[src/rtl/riscv_pkg.sv]
// Shared RV32IM decode constants for the ID/EX stage.
// Contents:
//   OPC_*      7-bit major opcodes
//   ALUOP_*    5-bit ALUoperation codes understood by the EX-stage ALU
//   src_a_e    ALU A source select (RS1 / PC / ZERO)
//   src_b_e    ALU B source select (RS2 / IMM / FOUR)
//   id_ex_t    contents of the ID/EX pipeline register
//   base_alu_op  funct3 -> ALU op for the base integer ops (OP and OP-IMM)
package riscv_pkg;

   localparam int RV_XLEN = 32;

   localparam logic [6:0] OPC_OP     = 7'b0110011;
   localparam logic [6:0] OPC_OP_IMM = 7'b0010011;
   localparam logic [6:0] OPC_LUI    = 7'b0110111;
   localparam logic [6:0] OPC_AUIPC  = 7'b0010111;
   localparam logic [6:0] OPC_JAL    = 7'b1101111;
   localparam logic [6:0] OPC_JALR   = 7'b1100111;
   localparam logic [6:0] OPC_LOAD   = 7'b0000011;
   localparam logic [6:0] OPC_STORE  = 7'b0100011;
   localparam logic [6:0] OPC_BRANCH = 7'b1100011;

   localparam logic [6:0] F7_BASE = 7'b0000000;
   localparam logic [6:0] F7_ALT  = 7'b0100000;
   localparam logic [6:0] F7_MEXT = 7'b0000001;

   localparam logic [4:0] ALUOP_ADD    = 5'h00;
   localparam logic [4:0] ALUOP_SUB    = 5'h01;
   localparam logic [4:0] ALUOP_AND    = 5'h02;
   localparam logic [4:0] ALUOP_OR     = 5'h03;
   localparam logic [4:0] ALUOP_XOR    = 5'h04;
   localparam logic [4:0] ALUOP_SLL    = 5'h05;
   localparam logic [4:0] ALUOP_SRL    = 5'h06;
   localparam logic [4:0] ALUOP_SRA    = 5'h07;
   localparam logic [4:0] ALUOP_MUL    = 5'h08;
   localparam logic [4:0] ALUOP_MULH   = 5'h09;
   localparam logic [4:0] ALUOP_MULHU  = 5'h0A;
   localparam logic [4:0] ALUOP_MULHSU = 5'h0B;
   localparam logic [4:0] ALUOP_DIV    = 5'h0C;
   localparam logic [4:0] ALUOP_DIVU   = 5'h0D;
   localparam logic [4:0] ALUOP_REM    = 5'h0E;
   localparam logic [4:0] ALUOP_REMU   = 5'h0F;
   localparam logic [4:0] ALUOP_SLT    = 5'h10;
   localparam logic [4:0] ALUOP_SLTU   = 5'h11;

   typedef enum logic [1:0] {
      SRC_A_RS1  = 2'd0,
      SRC_A_PC   = 2'd1,
      SRC_A_ZERO = 2'd2
   } src_a_e;

   typedef enum logic [1:0] {
      SRC_B_RS2  = 2'd0,
      SRC_B_IMM  = 2'd1,
      SRC_B_FOUR = 2'd2
   } src_b_e;

   typedef struct packed {
      logic                 valid;
      logic [RV_XLEN-1:0]   pc;
      logic [4:0]           alu_op;
      src_a_e               src_a;
      src_b_e               src_b;
      logic [4:0]           rs1;
      logic [4:0]           rs2;
      logic [RV_XLEN-1:0]   rs1_data;
      logic [RV_XLEN-1:0]   rs2_data;
      logic [RV_XLEN-1:0]   imm;
      logic [4:0]           rd;
      logic                 we;
      logic                 mem_rd;
      logic                 mem_wr;
      logic                 illegal;
   } id_ex_t;

   function automatic logic [4:0] base_alu_op(input logic [2:0] funct3);
      logic [4:0] op;
      case (funct3)
         3'b000:  op = ALUOP_ADD;
         3'b001:  op = ALUOP_SLL;
         3'b010:  op = ALUOP_SLT;
         3'b011:  op = ALUOP_SLTU;
         3'b100:  op = ALUOP_XOR;
         3'b101:  op = ALUOP_SRL;
         3'b110:  op = ALUOP_OR;
         default: op = ALUOP_AND;
      endcase
      return op;
   endfunction

endpackage

[src/rtl/alu_op_decode.sv]
// Combinational decoder from a raw RV32IM instruction word to the ALU
// operation, operand sources and control bits carried into EX.
// Ports:
//   instr_i     raw instruction word
//   alu_op_o    5-bit ALUoperation
//   src_a_o     ALU A source, src_b_o ALU B source
//   we_o        writes rd; mem_rd_o load; mem_wr_o store
//   illegal_o   unrecognised opcode/funct (control bits forced to a nop)
//   uses_rs2_o  instruction reads rs2 (used by load-use detection)
//   rd_o/rs1_o/rs2_o  register index fields
module alu_op_decode
   import riscv_pkg::*;
(
   input  logic [31:0] instr_i,
   output logic [4:0]  alu_op_o,
   output src_a_e      src_a_o,
   output src_b_e      src_b_o,
   output logic        we_o,
   output logic        mem_rd_o,
   output logic        mem_wr_o,
   output logic        illegal_o,
   output logic        uses_rs2_o,
   output logic [4:0]  rd_o,
   output logic [4:0]  rs1_o,
   output logic [4:0]  rs2_o
);

   logic [6:0] opcode;
   logic [2:0] funct3;
   logic [6:0] funct7;

   assign opcode = instr_i[6:0];
   assign funct3 = instr_i[14:12];
   assign funct7 = instr_i[31:25];
   assign rd_o   = instr_i[11:7];
   assign rs1_o  = instr_i[19:15];
   assign rs2_o  = instr_i[24:20];

   always_comb begin
      alu_op_o   = ALUOP_ADD;
      src_a_o    = SRC_A_RS1;
      src_b_o    = SRC_B_RS2;
      we_o       = 1'b0;
      mem_rd_o   = 1'b0;
      mem_wr_o   = 1'b0;
      illegal_o  = 1'b0;
      uses_rs2_o = 1'b0;

      case (opcode)
         OPC_OP: begin
            we_o       = 1'b1;
            uses_rs2_o = 1'b1;
            case (funct7)
               F7_BASE: alu_op_o = base_alu_op(funct3);
               F7_ALT: begin
                  case (funct3)
                     3'b000:  alu_op_o  = ALUOP_SUB;
                     3'b101:  alu_op_o  = ALUOP_SRA;
                     default: illegal_o = 1'b1;
                  endcase
               end
               F7_MEXT: begin
                  case (funct3)
                     3'b000:  alu_op_o = ALUOP_MUL;
                     3'b001:  alu_op_o = ALUOP_MULH;
                     3'b010:  alu_op_o = ALUOP_MULHSU;
                     3'b011:  alu_op_o = ALUOP_MULHU;
                     3'b100:  alu_op_o = ALUOP_DIV;
                     3'b101:  alu_op_o = ALUOP_DIVU;
                     3'b110:  alu_op_o = ALUOP_REM;
                     default: alu_op_o = ALUOP_REMU;
                  endcase
               end
               default: illegal_o = 1'b1;
            endcase
         end
         OPC_OP_IMM: begin
            we_o     = 1'b1;
            src_b_o  = SRC_B_IMM;
            alu_op_o = base_alu_op(funct3);
            // funct7 field is imm[11:5]; only the shift-right form looks at it
            if (funct3 == 3'b101 && funct7 == F7_ALT)
               alu_op_o = ALUOP_SRA;
         end
         OPC_LUI: begin
            we_o    = 1'b1;
            src_a_o = SRC_A_ZERO;
            src_b_o = SRC_B_IMM;
         end
         OPC_AUIPC: begin
            we_o    = 1'b1;
            src_a_o = SRC_A_PC;
            src_b_o = SRC_B_IMM;
         end
         OPC_JAL, OPC_JALR: begin
            // link value pc+4 is computed by the ALU
            we_o    = 1'b1;
            src_a_o = SRC_A_PC;
            src_b_o = SRC_B_FOUR;
         end
         OPC_LOAD: begin
            we_o     = 1'b1;
            mem_rd_o = 1'b1;
            src_b_o  = SRC_B_IMM;
         end
         OPC_STORE: begin
            mem_wr_o   = 1'b1;
            uses_rs2_o = 1'b1;
            src_b_o    = SRC_B_IMM;
         end
         OPC_BRANCH: begin
            uses_rs2_o = 1'b1;
            case (funct3)
               3'b000, 3'b001: alu_op_o  = ALUOP_SUB;
               3'b100, 3'b101: alu_op_o  = ALUOP_SLT;
               3'b110, 3'b111: alu_op_o  = ALUOP_SLTU;
               default:        illegal_o = 1'b1;
            endcase
         end
         default: illegal_o = 1'b1;
      endcase

      // An illegal instruction travels down the pipe as a nop.
      if (illegal_o) begin
         alu_op_o   = ALUOP_ADD;
         we_o       = 1'b0;
         mem_rd_o   = 1'b0;
         mem_wr_o   = 1'b0;
         uses_rs2_o = 1'b0;
      end
   end

endmodule

[src/rtl/id_ex_stage.sv]
// ID/EX pipeline register with load-use hazard detection and EX-stage
// operand forwarding, driving the ALU A/B/ALUoperation inputs.
// Ports:
//   clk, rst            clock, synchronous active-high reset
//   id_*                ID-stage instruction, pc, regfile reads, immediate
//   flush               redirect resolved in EX; squashes the ID instruction
//   exm_* / wb_*        EX/MEM and MEM/WB write-back info for forwarding
//   stall_id            hold PC and IF/ID this cycle (load-use)
//   ex_valid, ex_alu_op, ex_alu_a, ex_alu_b   EX slot and ALU inputs
//   ex_rs2_fwd          forwarded rs2 (store data)
//   ex_rd, ex_we, ex_mem_rd, ex_mem_wr, ex_illegal   EX control
module id_ex_stage
   import riscv_pkg::*;
#(
   parameter int          XLEN     = 32,   // only 32 is supported
   parameter logic [31:0] RESET_PC = 32'h0
) (
   input  logic            clk,
   input  logic            rst,
   input  logic            id_valid,
   input  logic [XLEN-1:0] id_pc,
   input  logic [31:0]     id_instr,
   input  logic [XLEN-1:0] id_rs1_data,
   input  logic [XLEN-1:0] id_rs2_data,
   input  logic [XLEN-1:0] id_imm,
   input  logic            flush,
   input  logic [4:0]      exm_rd,
   input  logic            exm_we,
   input  logic            exm_is_load,
   input  logic [XLEN-1:0] exm_result,
   input  logic [4:0]      wb_rd,
   input  logic            wb_we,
   input  logic [XLEN-1:0] wb_data,
   output logic            stall_id,
   output logic            ex_valid,
   output logic [4:0]      ex_alu_op,
   output logic [XLEN-1:0] ex_alu_a,
   output logic [XLEN-1:0] ex_alu_b,
   output logic [XLEN-1:0] ex_rs2_fwd,
   output logic [4:0]      ex_rd,
   output logic            ex_we,
   output logic            ex_mem_rd,
   output logic            ex_mem_wr,
   output logic            ex_illegal
);

   // ---------------- ID decode ----------------
   logic [4:0] dec_alu_op;
   src_a_e     dec_src_a;
   src_b_e     dec_src_b;
   logic       dec_we, dec_mem_rd, dec_mem_wr, dec_illegal, dec_uses_rs2;
   logic [4:0] dec_rd, dec_rs1, dec_rs2;

   alu_op_decode u_dec (
      .instr_i    (id_instr),
      .alu_op_o   (dec_alu_op),
      .src_a_o    (dec_src_a),
      .src_b_o    (dec_src_b),
      .we_o       (dec_we),
      .mem_rd_o   (dec_mem_rd),
      .mem_wr_o   (dec_mem_wr),
      .illegal_o  (dec_illegal),
      .uses_rs2_o (dec_uses_rs2),
      .rd_o       (dec_rd),
      .rs1_o      (dec_rs1),
      .rs2_o      (dec_rs2)
   );

   id_ex_t ex_q, ex_d;
   logic   id_we;

   // ---------------- load-use hazard ----------------
   // A load in EX has no data until MEM completes, so a dependent ID
   // instruction is held one cycle while a bubble goes into EX.
   always_comb begin
      stall_id = id_valid & ex_q.valid & ex_q.mem_rd & (ex_q.rd != 5'd0) &
                 ((ex_q.rd == dec_rs1) | ((ex_q.rd == dec_rs2) & dec_uses_rs2));
      if (flush)
         stall_id = 1'b0;
   end

   // ---------------- next-state of the pipeline register ----------------
   assign id_we = dec_we & id_valid;

   always_comb begin
      ex_d.valid    = id_valid;
      ex_d.pc       = id_pc;
      ex_d.alu_op   = dec_alu_op;
      ex_d.src_a    = dec_src_a;
      ex_d.src_b    = dec_src_b;
      ex_d.rs1      = dec_rs1;
      ex_d.rs2      = dec_rs2;
      ex_d.rs1_data = id_rs1_data;
      ex_d.rs2_data = id_rs2_data;
      ex_d.imm      = id_imm;
      // rd only carries meaning for writers; zero it otherwise so stores and
      // branches never look like producers to later hazard/forwarding logic
      ex_d.rd       = id_we ? dec_rd : 5'd0;
      ex_d.we       = id_we;
      ex_d.mem_rd   = dec_mem_rd & id_valid;
      ex_d.mem_wr   = dec_mem_wr & id_valid;
      ex_d.illegal  = dec_illegal & id_valid;
      // flush and load-use bubble both insert a nop
      if (flush || stall_id) begin
         ex_d.valid   = 1'b0;
         ex_d.alu_op  = ALUOP_ADD;
         ex_d.rd      = 5'd0;
         ex_d.we      = 1'b0;
         ex_d.mem_rd  = 1'b0;
         ex_d.mem_wr  = 1'b0;
         ex_d.illegal = 1'b0;
      end
   end

   always_ff @(posedge clk) begin
      if (rst) begin
         ex_q    <= '0;
         ex_q.pc <= RESET_PC;
      end else begin
         ex_q <= ex_d;
      end
   end

   // ---------------- EX-stage forwarding ----------------
   // Index 0 is rs1, index 1 is rs2. EX/MEM beats MEM/WB; x0 never forwards.
   // A load sitting in EX/MEM only has its address in exm_result, so it is
   // never a forwarding source (load-use stalling keeps that case away).
   logic [4:0]      rs_idx  [2];
   logic [XLEN-1:0] rs_data [2];
   logic [XLEN-1:0] rs_fwd  [2];

   assign rs_idx[0]  = ex_q.rs1;
   assign rs_idx[1]  = ex_q.rs2;
   assign rs_data[0] = ex_q.rs1_data;
   assign rs_data[1] = ex_q.rs2_data;

   generate
      for (genvar gi = 0; gi < 2; gi++) begin : g_fwd
         always_comb begin
            if (exm_we && !exm_is_load && exm_rd != 5'd0 && exm_rd == rs_idx[gi])
               rs_fwd[gi] = exm_result;
            else if (wb_we && wb_rd != 5'd0 && wb_rd == rs_idx[gi])
               rs_fwd[gi] = wb_data;
            else
               rs_fwd[gi] = rs_data[gi];
         end
      end
   endgenerate

   // ---------------- ALU operand selection ----------------
   logic [XLEN-1:0] alu_b_raw;

   always_comb begin
      case (ex_q.src_a)
         SRC_A_PC:   ex_alu_a = ex_q.pc;
         SRC_A_ZERO: ex_alu_a = '0;
         default:    ex_alu_a = rs_fwd[0];
      endcase
   end

   always_comb begin
      case (ex_q.src_b)
         SRC_B_IMM:  alu_b_raw = ex_q.imm;
         SRC_B_FOUR: alu_b_raw = XLEN'(4);
         default:    alu_b_raw = rs_fwd[1];
      endcase
   end

   // The ALU shifts by its whole B operand, so trim shift amounts to 5 bits
   // here (also strips the funct7 bits that ride in an I-type immediate).
   always_comb begin
      ex_alu_b = alu_b_raw;
      if (ex_q.alu_op == ALUOP_SLL || ex_q.alu_op == ALUOP_SRL || ex_q.alu_op == ALUOP_SRA)
         ex_alu_b = {{(XLEN-5){1'b0}}, alu_b_raw[4:0]};
   end

   assign ex_rs2_fwd = rs_fwd[1];
   assign ex_valid   = ex_q.valid;
   assign ex_alu_op  = ex_q.alu_op;
   assign ex_rd      = ex_q.rd;
   assign ex_we      = ex_q.we;
   assign ex_mem_rd  = ex_q.mem_rd;
   assign ex_mem_wr  = ex_q.mem_wr;
   assign ex_illegal = ex_q.illegal;

endmodule
[config.mk]
export PLATFORM = sky130hd
export DESIGN_NAME = id_ex_stage
export DESIGN_NICKNAME = d
export VERILOG_FILES = /design/src/rtl/riscv_pkg.sv /design/src/rtl/alu_op_decode.sv /design/src/rtl/id_ex_stage.sv
export SDC_FILE = /design/constraint.sdc
export NUM_CORES = 1
export LEC_CHECK = 0
export ABC_AREA = 1
export ABC_CLOCK_PERIOD_IN_PS = 2600
export CORE_MARGIN = 2
export CORE_UTILIZATION = 44
export CTS_BUF_LIST = sky130_fd_sc_hd__clkbuf_2 sky130_fd_sc_hd__clkbuf_4 sky130_fd_sc_hd__clkbuf_8
export DETAILED_ROUTE_END_ITERATION = 16
export PLACE_DENSITY = 0.89
export SYNTH_ARGS = -nofsm -noshare
export SYNTH_HDL_FRONTEND = slang
export SYNTH_SLANG_ARGS = --single-unit
[constraint.sdc]
create_clock -name clk -period 2.6 [get_ports clk]
set_input_delay 0.65 -clock clk [delete_from_list [all_inputs] [get_ports clk]]
set_output_delay 0.65 -clock clk [all_outputs]
set_load 0.01 [all_outputs]
==> impl_summary.txt <==
----------------------------------------------------
[Drt]
  Number of vias after detailed routing ... 9853
  Final antenna-violating net count ... 0
  Number of DRC markers in iteration 0 ... 773
  Drt pass-1 iters ... 5
  Vias per cell ... 5.21
  Wirelength per Cell ... 19.5 um
  DRC violation count after routing ... 0
  Total Wirelength ... 36800 um

[Power and ir drop]
  Leak Pwr ... 7.12 nW
  Pwr Density ... 422 nW/um^2
  Peak supply drop ... 0.328 mV

[Status]
  Run status ... complete, but fails checks
  Failing checks ... negative setup slack

[Hold path]
  Min-Delay Path Class ... input port to flop

[GRT]
  Via count of the first global-routing pass ... 9650
  Antenna violations before repair ... 1
  Overall Global Routing Usage ... 35.2%
  Final global-route overflow total ... 0
  Global-route wire length before repair ... 52800 um
  Pin count of the biggest net entering global routing ... 58

[Floorplanning]
  Vertical die dimension ... 139 um
  Area inside the core boundary ... 17900 um^2
  Total die area ... 19300 um^2
  Row count ... 49
  Die width ... 139 um
  Initial core utilization ... 44.7%
  I/O pin count ... 353

[Clock network]
  Worst-Skew Late Latency ... 470 ps
  Hold buffers post-CTS ... 0
  TritonCTS clock tree ... yes
  H-tree levels ... 4
  TritonCTS sink count ... 157
  Post-CTS clock slew at the launch and capture registers of the worst setup and hold paths ... 90 ps
  Clock tree root driver cell ... sky130_fd_sc_hd__clkbuf_8
  Maximum clock insertion buffer count ... 2
  Number of CTS-inserted buffers ... 17

[Synthesis]
  Total of flip-flops plus latches after synthesis ... 157
  FFs w/ async S/R, synth ... 0%
  Register area share after synthesis ... 39.3%
  Net Count, Synth ... 1460
  Cells after Synth ... 1216
  EDFF count, synth ... 0
  Post-synth design cell area ... 8010 um^2
  Yosys warns ... 0
  Top FF cell, synth ... sky130_fd_sc_hd__dfxtp_1
  Synthesized area per cell ... 6.58 um^2
  Number of library cell types mapped by synthesis ... 39

[Critical path]
  Path type of the worst setup path ... flop to primary output
  Critical Path Sink Type ... primary output
  Critical path fanouts, max ... 7
  Kind of start point of the critical path ... flop
  CP cell instances ... xnor2_2 > nand2_1 > nor2_2 > nand3_4 > inv_6 > buf_12 > buf_16 > nand2_1 > nand3_2 > nand3_2 > a21oi_2 > buf_2
  Maximum single-stage delay on the critical path ... 370 ps
  CP Data Arrival Time ... 2290 ps
  Cell at the slowest stage of the critical path ... sky130_fd_sc_hd__dfxtp_4
  Required time of the critical path ... 1950 ps

[Place]
  Post-DP HPWL ... 24200 um
  Routability Congestion ... 0.999
  Number of port buffers ... 352

[Job]
  Max_cap viols ... 0

[Finish]
  Util after Layout ... 78.9%
  Area Overhead vs Synth ... 76.5%
  Share of final-layout standard cells stronger than drive strength 1 ... 33.6%
  Commonest cells after routing, fill and taps aside ... sky130_fd_sc_hd__inv_1 (230), sky130_fd_sc_hd__clkdlybuf4s50_1 (216), sky130_fd_sc_hd__nor2_1 (191), sky130_fd_sc_hd__nand2_1 (158), sky130_fd_sc_hd__dfxtp_1 (151)
  Layout Nets ... 1892
  Most frequent standard cell in the layout excluding fill and tap cells ... sky130_fd_sc_hd__inv_1

[Timing]
  Fmax ... 340 MHz
  Final max-slew violation count ... 0
  Final-layout setup total negative slack ... -20370 ps
  Normalized max-slew margin ... 66.4%
  Time the final worst path needs with I/O delays and setup ... 2940 ps
  Clock skew ... 9.96 ps
  Hold violation count in the final report ... 0
  Final worst-path cycle share ... 113%
  Slew at the pin closest to its max-slew limit ... 504 ps
  Count of endpoints failing setup in the final report ... 97
  Final worst slack ... -338 ps
  Setup repair after global routing missed its margin ... true

----------------------------------------------------
## cells in the mapped netlist, types with 2 or more instances
cell type                  count  area, um^2
sky130_fd_sc_hd__buf_2        11        55.1
sky130_fd_sc_hd__a21oi_2       2        17.5
sky130_fd_sc_hd__buf_4        13        97.6
sky130_fd_sc_hd__nand2_2       6        37.5
sky130_fd_sc_hd__clkbuf_1     31         116
sky130_fd_sc_hd__nand3_1      70         350
sky130_fd_sc_hd__dfxtp_1     157        3140
sky130_fd_sc_hd__ha_1          3        37.5
sky130_fd_sc_hd__and2_1       32         200
sky130_fd_sc_hd__nor3_1        6        30.0
sky130_fd_sc_hd__nand3_4       3        52.6
sky130_fd_sc_hd__o21ai_1      66         330
sky130_fd_sc_hd__a22oi_1       2        15.0
sky130_fd_sc_hd__a21oi_1      32         160
sky130_fd_sc_hd__buf_1         3        11.3
sky130_fd_sc_hd__nand3_2       5        50.1
sky130_fd_sc_hd__nand2_1     215         807
sky130_fd_sc_hd__nor2_1      203         762
sky130_fd_sc_hd__xnor2_1      12         105
sky130_fd_sc_hd__buf_6         7        78.8
sky130_fd_sc_hd__or2_2         5        31.3
sky130_fd_sc_hd__nor4_1        3        18.8
sky130_fd_sc_hd__xor2_1       15         131
sky130_fd_sc_hd__inv_2         9        33.8
sky130_fd_sc_hd__nand4_1       2        12.5
sky130_fd_sc_hd__nor2_2       15        93.8
sky130_fd_sc_hd__o211ai_1      7        52.6
sky130_fd_sc_hd__nor3_2        2        20.0
sky130_fd_sc_hd__o21ai_0      36         180
sky130_fd_sc_hd__inv_1       234         878
## state kept, by name (all words and copies together), names as in the netlist
register and flops:
ex_alu_op 5, ex_illegal 1, ex_mem_rd 1, ex_mem_wr 1
ex_q 142, ex_rd 5, ex_valid 1, ex_we 1
## path summary, 6_finish.rpt
path,start,endpoint,slack [ps],cells past startpoint
worst min register to register,ex_valid,ex_we,900,6
worst max-delay path,ex_q[105],ex_alu_b[12],-340,12
worst max register to register,ex_rd[1],ex_mem_rd,1000,9
worst min-delay path,id_instr[20],ex_q[105],450,3
## power by group
part	total, W	switching [W]	internal (W)
Clock	0.00201	0.00100	0.00101
Combinational	0.00139	0.000661	0.000728
Sequential	0.00257	0.0000492	0.00252
## layer usage
layer	routed length, um	global-route usage, %	vias up
li1	-	-	4512
met1	13500	41.3	4540
met2	17600	59.0	651
met3	3520	9.60	148
met4	2150	18.5	2
met5	12	0	-
## timing repair
action | CTS | global route
gates resized for setup | 689 | 167
gates cloned | 12 | 1
pin swaps | 80 | 66
endpoints found under the setup margin | 97 | 97
setup buffers | 17 | 13
## layout make-up
type	count	area (um^2)
clock buffer	20	263
clock inverter	12	161
multi-input combinational	751	4680
tap	229	287
timing repair buffer	476	4630
inverter	243	932
timing repair inverter	2	20.0
fill	1159	3780
antenna	1	2.50
sequential	157	3160
## stage by stage
step                hold WS [ps]  power (W)  worst slack [ps]  instances  cell area, um^2
floorplan                    743    0.00304               234       1216             8010
global placement             836    0.00383             -1100       1817            12200
detailed placement           857    0.00385             -1140       1817            12200
CTS                          586    0.00584              -360       1878            13600
global route                 436    0.00618              -436       1890            14100
finish                       446    0.00596              -338       1891            14100
## logic make-up (layout without fill, tap and decap cells)
| group | Yosys count | count (layout) | synth area share (%) |
|---|---|---|---|
| AND/OR/NAND/NOR | 572 | 572 | 31.5 |
| buffers and inverters | 308 | 753 | 15.9 |
| flip-flops | 157 | 157 | 39.3 |
| AO/OA/AOI/OAI | 149 | 149 | 9.91 |
| XOR/XNOR | 27 | 27 | 2.95 |
| adder cells (fa/ha/maj) | 3 | 3 | 0.469 |
| other | 0 | 1 | 0 |
## critical path: cells and delay by family (launching register included)
kind	cells	cell delay (ps)
AND/OR/NAND/NOR	6	630
flip-flops	1	370
buffers and inverters	4	510
AO/OA/AOI/OAI	1	180
XOR/XNOR	1	130
(Power assumes the default switching activity.)
